<file path="src/rtl/pipe_ctrl_chain_pkg.sv">
// pipe_pkg: shared definitions for the pipe_ctrl_chain register chain.
//   cap_edge_e  - capture-edge selector values (EDGE_POS / EDGE_NEG)
//   stage_sel_e - per-stage next-state select (load / hold / clear)
//   occ_w()     - width of the occupancy count for a given depth
package pipe_pkg;

  typedef enum logic {
    EDGE_POS = 1'b0,
    EDGE_NEG = 1'b1
  } cap_edge_e;

  typedef enum logic [1:0] {
    SEL_LOAD,
    SEL_HOLD,
    SEL_CLEAR
  } stage_sel_e;

  // Enough bits to count 0..depth valid stages.
  function automatic int occ_w(input int depth);
    return $clog2(depth + 1);
  endfunction

endpackage

</file>
<file path="src/rtl/pipe_ctrl_chain_stage.sv">
// pipe_stage: one pipeline stage holding {valid, payload}.
//   clk, rst_n : capture clock, asynchronous active-low reset
//   i_sel      : SEL_LOAD takes i_valid/i_data, SEL_HOLD keeps state,
//                SEL_CLEAR loads an empty slot carrying RESET_VAL
//   i_data/i_valid : value offered by the previous stage
//   o_data/o_valid : registered stage contents
module pipe_stage
  import pipe_pkg::*;
#(
  parameter int               WIDTH     = 1,
  parameter bit               NEG_EDGE  = 1'b1,
  parameter logic [WIDTH-1:0] RESET_VAL = '0
) (
  input  logic             clk,
  input  logic             rst_n,
  input  stage_sel_e       i_sel,
  input  logic [WIDTH-1:0] i_data,
  input  logic             i_valid,
  output logic [WIDTH-1:0] o_data,
  output logic             o_valid
);

  logic [WIDTH:0] r_q;
  logic [WIDTH:0] w_d;

  always_comb begin
    w_d = {1'b0, RESET_VAL};
    unique case (i_sel)
      SEL_LOAD:  w_d = {i_valid, i_data};
      SEL_HOLD:  w_d = r_q;
      default:   w_d = {1'b0, RESET_VAL};
    endcase
  end

  // Reset is asynchronous regardless of which clock edge captures.
  if (NEG_EDGE == EDGE_NEG) begin : g_neg
    always_ff @(negedge clk or negedge rst_n) begin
      if (!rst_n) r_q <= {1'b0, RESET_VAL};
      else        r_q <= w_d;
    end
  end else begin : g_pos
    always_ff @(posedge clk or negedge rst_n) begin
      if (!rst_n) r_q <= {1'b0, RESET_VAL};
      else        r_q <= w_d;
    end
  end

  assign o_valid = r_q[WIDTH];
  assign o_data  = r_q[WIDTH-1:0];

endmodule

</file>
<file path="src/rtl/pipe_ctrl_chain.sv">
// pipe_ctrl_chain: DEPTH-stage register chain for a WIDTH-bit bundle with
// per-stage stall (hold) and flush (bubble insert), valid tracking and a
// saturating stall counter.
//   clk, rst_n        : capture clock (edge by NEG_EDGE), async active-low reset
//   in_data, in_valid : item offered to stage 0
//   in_ready          : stage 0 loads at the next capture edge
//   stall, flush      : stall[i]/flush[i] act on stage i and all younger stages
//   out_data          : stage taps, stage i at [i*WIDTH +: WIDTH]
//   out_valid         : per-stage valid
//   occupancy         : number of valid stages
//   stall_cnt         : capture edges on which stage 0 was held (saturating)
module pipe_ctrl_chain
  import pipe_pkg::*;
#(
  parameter int               WIDTH     = 1,
  parameter int               DEPTH     = 4,
  parameter bit               NEG_EDGE  = 1'b1,
  parameter logic [WIDTH-1:0] RESET_VAL = '0,
  parameter int               CNT_W     = 16
) (
  input  logic                      clk,
  input  logic                      rst_n,
  input  logic [WIDTH-1:0]          in_data,
  input  logic                      in_valid,
  output logic                      in_ready,
  input  logic [DEPTH-1:0]          stall,
  input  logic [DEPTH-1:0]          flush,
  output logic [DEPTH*WIDTH-1:0]    out_data,
  output logic [DEPTH-1:0]          out_valid,
  output logic [occ_w(DEPTH)-1:0]   occupancy,
  output logic [CNT_W-1:0]          stall_cnt
);

  localparam int OCC_W = occ_w(DEPTH);

  logic [DEPTH-1:0] w_h;    // stage i is held by some stall at or above it
  logic [DEPTH-1:0] w_f;    // stage i is flushed by some flush at or above it
  logic [DEPTH-1:0] w_bub;  // the next-younger stage is held: take a bubble
  stage_sel_e       w_sel [DEPTH];
  logic             w_cnt_inc;
  logic [CNT_W-1:0] r_stall_cnt;

  // Prefix-OR from the oldest stage down towards stage 0.
  always_comb begin
    w_h[DEPTH-1] = stall[DEPTH-1];
    w_f[DEPTH-1] = flush[DEPTH-1];
    for (int i = DEPTH - 2; i >= 0; i--) begin
      w_h[i] = stall[i] | w_h[i+1];
      w_f[i] = flush[i] | w_f[i+1];
    end
  end

  if (DEPTH > 1) begin : g_bub
    assign w_bub = {w_h[DEPTH-2:0], 1'b0};
  end else begin : g_nobub
    assign w_bub = '0;
  end

  for (genvar g = 0; g < DEPTH; g++) begin : g_stage
    logic [WIDTH-1:0] w_sd;
    logic             w_sv;

    // Flush beats stall; a held younger neighbour leaves a bubble behind.
    always_comb begin
      w_sel[g] = SEL_LOAD;
      if (w_f[g])        w_sel[g] = SEL_CLEAR;
      else if (w_h[g])   w_sel[g] = SEL_HOLD;
      else if (w_bub[g]) w_sel[g] = SEL_CLEAR;
    end

    if (g == 0) begin : g_src_in
      // Invalid input still lands as RESET_VAL so empty taps stay clean.
      assign w_sd = in_valid ? in_data : RESET_VAL;
      assign w_sv = in_valid;
    end else begin : g_src_prev
      assign w_sd = out_data[(g-1)*WIDTH +: WIDTH];
      assign w_sv = out_valid[g-1];
    end

    pipe_stage #(
      .WIDTH     (WIDTH),
      .NEG_EDGE  (NEG_EDGE),
      .RESET_VAL (RESET_VAL)
    ) u_stage (
      .clk     (clk),
      .rst_n   (rst_n),
      .i_sel   (w_sel[g]),
      .i_data  (w_sd),
      .i_valid (w_sv),
      .o_data  (out_data[g*WIDTH +: WIDTH]),
      .o_valid (out_valid[g])
    );
  end

  assign in_ready = ~w_h[0] & ~w_f[0];

  always_comb begin
    occupancy = '0;
    for (int i = 0; i < DEPTH; i++) occupancy = occupancy + OCC_W'(out_valid[i]);
  end

  assign w_cnt_inc = w_h[0] & ~w_f[0] & ~(&r_stall_cnt);

  if (NEG_EDGE == EDGE_NEG) begin : g_cnt_neg
    always_ff @(negedge clk or negedge rst_n) begin
      if (!rst_n)         r_stall_cnt <= '0;
      else if (w_cnt_inc) r_stall_cnt <= r_stall_cnt + 1'b1;
    end
  end else begin : g_cnt_pos
    always_ff @(posedge clk or negedge rst_n) begin
      if (!rst_n)         r_stall_cnt <= '0;
      else if (w_cnt_inc) r_stall_cnt <= r_stall_cnt + 1'b1;
    end
  end

  assign stall_cnt = r_stall_cnt;

endmodule

</file>
<file path="config.mk">
export PLATFORM = sky130hd
export DESIGN_NAME = pipe_ctrl_chain
export DESIGN_NICKNAME = d
export VERILOG_FILES = /design/src/rtl/pipe_ctrl_chain_pkg.sv /design/src/rtl/pipe_ctrl_chain_stage.sv /design/src/rtl/pipe_ctrl_chain.sv
export SDC_FILE = /design/constraint.sdc
export NUM_CORES = 1
export LEC_CHECK = 0
export CORE_MARGIN = 4
export CORE_UTILIZATION = 42
export CTS_CLUSTER_SIZE = 30
export DETAILED_ROUTE_END_ITERATION = 16
export PLACE_DENSITY = 0.75
export SETUP_SLACK_MARGIN = 0.3
export SYNTH_ARGS = -nofsm -noshare
export SYNTH_HDL_FRONTEND = slang
export SYNTH_SLANG_ARGS = --single-unit
</file>
<file path="constraint.sdc">
create_clock -name clk -period 1.7 [get_ports clk]
set_input_delay 0.425 -clock clk [delete_from_list [all_inputs] [get_ports clk]]
set_output_delay 0.425 -clock clk [all_outputs]
set_load 0.02 [all_outputs]
</file>
# Yosys cells after proc, flatten, opt, wreduce, memory -nomap -nowiden
# Index checks and enable logic that the tools add are counted.
# Widths: inputs -> output; s select.
totals:
  register_bits: 24
  latchBits: 0
  ram_bits: 0
  mem_bits_ro: 0
  in_bits: 12
  out_inout_bits: 28
  elab_cells: 46
  memories: 0
classes:
  n_addsub: 4
  n_mul: 0
  n_div: 0
  n_lt_le_gt_ge: 0
  eq_ne: 4
  shifts: 0
  n_mux: 16
  bitwise_logic: 12
  reduce_logical: 5
op_table:
  columns: ["cell", "count"]
  rows:
  - ["$mux 2", 10]
  - ["$add 16x1->16 const B", 1]
  - ["$pmux 2 s2", 4]
  - ["$reduce_and 16->1", 1]
  - ["$eq 2x1->1 const B", 4]
  - ["$logic_not 2->1", 4]
  - ["$or 1x1->1", 6]
  - ["$add 2x1->3", 1]
  - ["$add 3x1->3", 1]
  - ["$and 1x1->1", 3]
  - ["$not 1->1", 3]
  - ["$add 1x1->2", 1]
  - ["$mux 1", 2]

# Longest topological paths before layout
depth:
  depth_word: 8
  depth_mapped: 6

# Hierarchy
# From an unflattened synthesis, not the netlist that was laid out.
hier_totals:
  cells_unflattened: 129
  hier_area_um2: 1362.6
modules_own_cells:
  columns: ["module", "n_inst", "cells_per_inst", "area_each_um2"]
  rows:
  - ["pipe_ctrl_chain", 1, 105, 1052.3]
  - ["pipe_stage", 4, 6, 77.6]

==> run_results.csv <==
group,metric,value,unit
routing,wl_per_cell,17.5,um
grt,grt_pass1_wl,6930,um
power,swShare,0.283,
final_layout,mostFrequentLayoutCells,"buf_4, buf_6, dfrtn_1, xor2_1, nor4_4",
final_layout,register_area,601,sq um
final_layout,fin_nets,247,
synthesis,syn_nets,142,
sta,finalHoldViolations,0,
clocking,cts_tree,"done",
sta,setup_violations,50,
placed_design,dp_slack,-1.62,ns
synthesis,ys_types,36,
clocking,cts.sinks,24,
routing,drtPass1Iterations,4,
hold_path,min_path_type,"reg -> reg",
power,p_int,1.18,mW
power,powerDensity,594,nW/um^2
synthesis,ys_seq_area_frac,0.439,
synthesis,syn_inst,126,
worst_setup_path,worst-path-max-fanout,2,
run,cap_viol_max_count,0,
worst_setup_path,r2r_cells,9,
clocking,clk_pin_slew,0.09,ns
power,p_leak,1.31,nW
routing,vias,1414,
worst_setup_path,critPathKind,"reg -> out",
sta,fin_skew,0.00262,ns
hold_path,holdCritStartpoint,"stall_cnt[11]$_DFFE_NN0P_",
placed_design,port_buffers,39,
floorplan,die_h,65.1,um
worst_setup_path,critPathLaunch,"g_stage[0].u_stage.r_q[1]$_DFFE_NN0P_",
worst_setup_path,rrSetupSlack,-0.34,ns
worst_setup_path,crit_slowest_cell,"fa_1",
worst_setup_path,max_stage_delay,0.53,ns
power,ir_worst_vdd,0.667,mV
final_layout,drive_gt1_frac,0.709,
floorplan,start_util,0.445,
worst_setup_path,arrival,2.81,ns
sta,maxSlewHeadroom,0.678,
power,combPwrFrac,0.347,
clocking,hold_buffers,0,
final_layout,fill_cells,128,
floorplan,die_width,65.1,um
final_layout,syn_to_final_growth,102,%
sta,tightest_slew,0.482,ns
final_layout,multi_input_area,957,sq um
power,pwr-share-seq,0.400,
grt,grt.overflow.total,0,
clocking,cts_buffers,3,
synthesis,synthesis.area,1370,sq um
routing,antenna_left,0,
floorplan,io_pins,40,
synthesis,synth_top_area_frac,0.439,
grt,antenna_found_initial,0,
worst_setup_path,rr_startpoint,"stall_cnt[3]$_DFFE_NN0P_",
sta,rsz0062_at_grt,"yes",
run_status,status,"complete, but fails checks",
sta,drv_slew,0,
final_layout,utilization,0.898,
worst_setup_path,crit_path_end_kind,"output port",
clocking,clockRootBuffer,"clkbuf_4",
grt,grt_start_max_net_pins,25,
final_layout,final_common_cell,"buf_4",
worst_setup_path,cp-endpoint,"occupancy[1]",
power,p_sw,0.465,mW
routing,vias_per_cell,5.16,
placed_design,gp_congestion,0.878,
synthesis,ys_ff_latch,24,
routing,routed_wl,4800,um
clocking,clk_latency,0.31,ns
sta,layout_setup_ws,-1.54,ns
grt,grt_pass1_vias,1479,
routing,drt_iter0_drc,86,
worst_setup_path,required,1.27,ns
floorplan,die_area,4240,sq um
synthesis,yosys_warnings,0,
worst_setup_path,path_cells,"inv_2, fa_1, inv_2, ha_4, ha_4, buf_6",
worst_setup_path,start_kind,"register",
routing,drc,0,
synthesis,yosys.area.top_type,"dfrtn_1",
worst_setup_path,reg2reg_to,"stall_cnt[2]$_DFFE_NN0P_",
power,clkPwrFrac,0.253,
floorplan,core-area,3080,sq um
clocking,clockBufferDepth,2,
clocking,htreeDepth,1,
run_status,violations,"negative setup slack",
placed_design,dp_hpwl,2850,um
final_layout,insertedDiodeCount,0,
synthesis,syn_area_per_cell,10.9,sq um
grt,track_usage,0.213,
floorplan,num_rows,20,
synthesis,synth_area_leaders,"dfrtn_1, xor2_1, nor4_2",
[synthesized netlist by cell type (all sizes together)]
cell,number
dfrtn,24
xor2,12
buf,11
nor2,11
inv,7
nand2,7
nor4,7
a21oi,5
nor3,5
nand4,4
nor4b,4
ha,3
a22oi,2
and3,2
mux2,2
nand3,2
nor3b,2
o21ai,2
or2,2
or3,2
or4,2
xnor2,2
and2,1
clkbuf,1
fa,1
mux2i,1
nand4b,1
or4b,1
[worst max-delay path: cells and delay by family, from the launching register on]
kind       cells  cell delay [ns]
fa+ha+maj      3             0.93
flops          1             0.49
buf+inv        3             0.22
[flip-flops by register name, summed over array words and instances, names as in the netlist]
register / flops
stall_cnt: 16
g_stage.u_stage.r_q: 8
[final cells by class]
| type | count | area share |
|---|---|---|
| clock buffer | 3 | 0.00815 |
| clock inverter | 1 | 0.0109 |
| inverter | 7 | 0.00951 |
| multi-input combinational | 83 | 0.346 |
| sequential | 24 | 0.217 |
| tap | 44 | 0.0199 |
| timing repair buffer | 112 | 0.388 |
[kinds of logic (layout without fill, tap and decap cells)]
family                     Yosys count  in the layout  synth area share
buffers and inverters               19            123            0.0814
DFF                                 24             24             0.439
and+or+nand+nor                     53             53             0.285
AOI/OAI and AO/OA                    9              9            0.0366
muxes                                3              3            0.0265
xor gates and xnor gates            14             14            0.0896
adders and majority gates            4              4            0.0421
[routing by layer]
metal / share of wire / GRT usage / vias up
met1: 0.41 / 0.249 / 702
met3: 0.057 / 0.0308 / 12
met5: 0 / 0 / -
li1: - / - / 641
met2: 0.51 / 0.390 / 59
met4: 0.026 / 0.0829 / 0
[how the worst min path moves through the flow]
stage	end	slack, ns	cells past startpoint
floorplan	g_stage[3].u_stage.r_q[1]$_DFFE_NN0P_	0.49	2
global placement	stall_cnt[7]$_DFFE_NN0P_	0.48	2
detailed placement	stall_cnt[7]$_DFFE_NN0P_	0.49	2
CTS	stall_cnt[7]$_DFFE_NN0P_	0.51	2
global route	stall_cnt[11]$_DFFE_NN0P_	0.57	2
finish	stall_cnt[11]$_DFFE_NN0P_	0.55	2
[power by group through the flow]
stage / Clock [mW] / Sequential, mW / Combinational (mW)
after detailed placement: 0 / 0.666 / 0.459
after floorplan: 0 / 0.738 / 0.118
after global routing: 0.455 / 0.664 / 0.612
after CTS: 0.430 / 0.657 / 0.541
final: 0.415 / 0.656 / 0.569
after global placement: 0 / 0.659 / 0.453
[metrics by stage]
step	power, mW	hold slack (ns)	TNS, ns	area, sq um	instances
final	1.64	0.546	-28.27	2760	274
after global routing	1.73	0.567	-29.61	2760	274
after floorplan	0.856	0.490	-20.81	1590	126
after detailed placement	1.12	0.493	-48.11	2310	245
after CTS	1.63	0.512	-27.41	2620	263
after global placement	1.11	0.482	-47.20	2310	245
[what timing repair did]
action | CTS | global route
hold endpoints to repair | 0 | 0
endpoints found under the setup margin | 52 | 52
resized for setup | 236 | 13
pin swaps | 16 | 9
setup buffers | 14 | 11
Note: power is estimated with default switching activity, not from simulation.
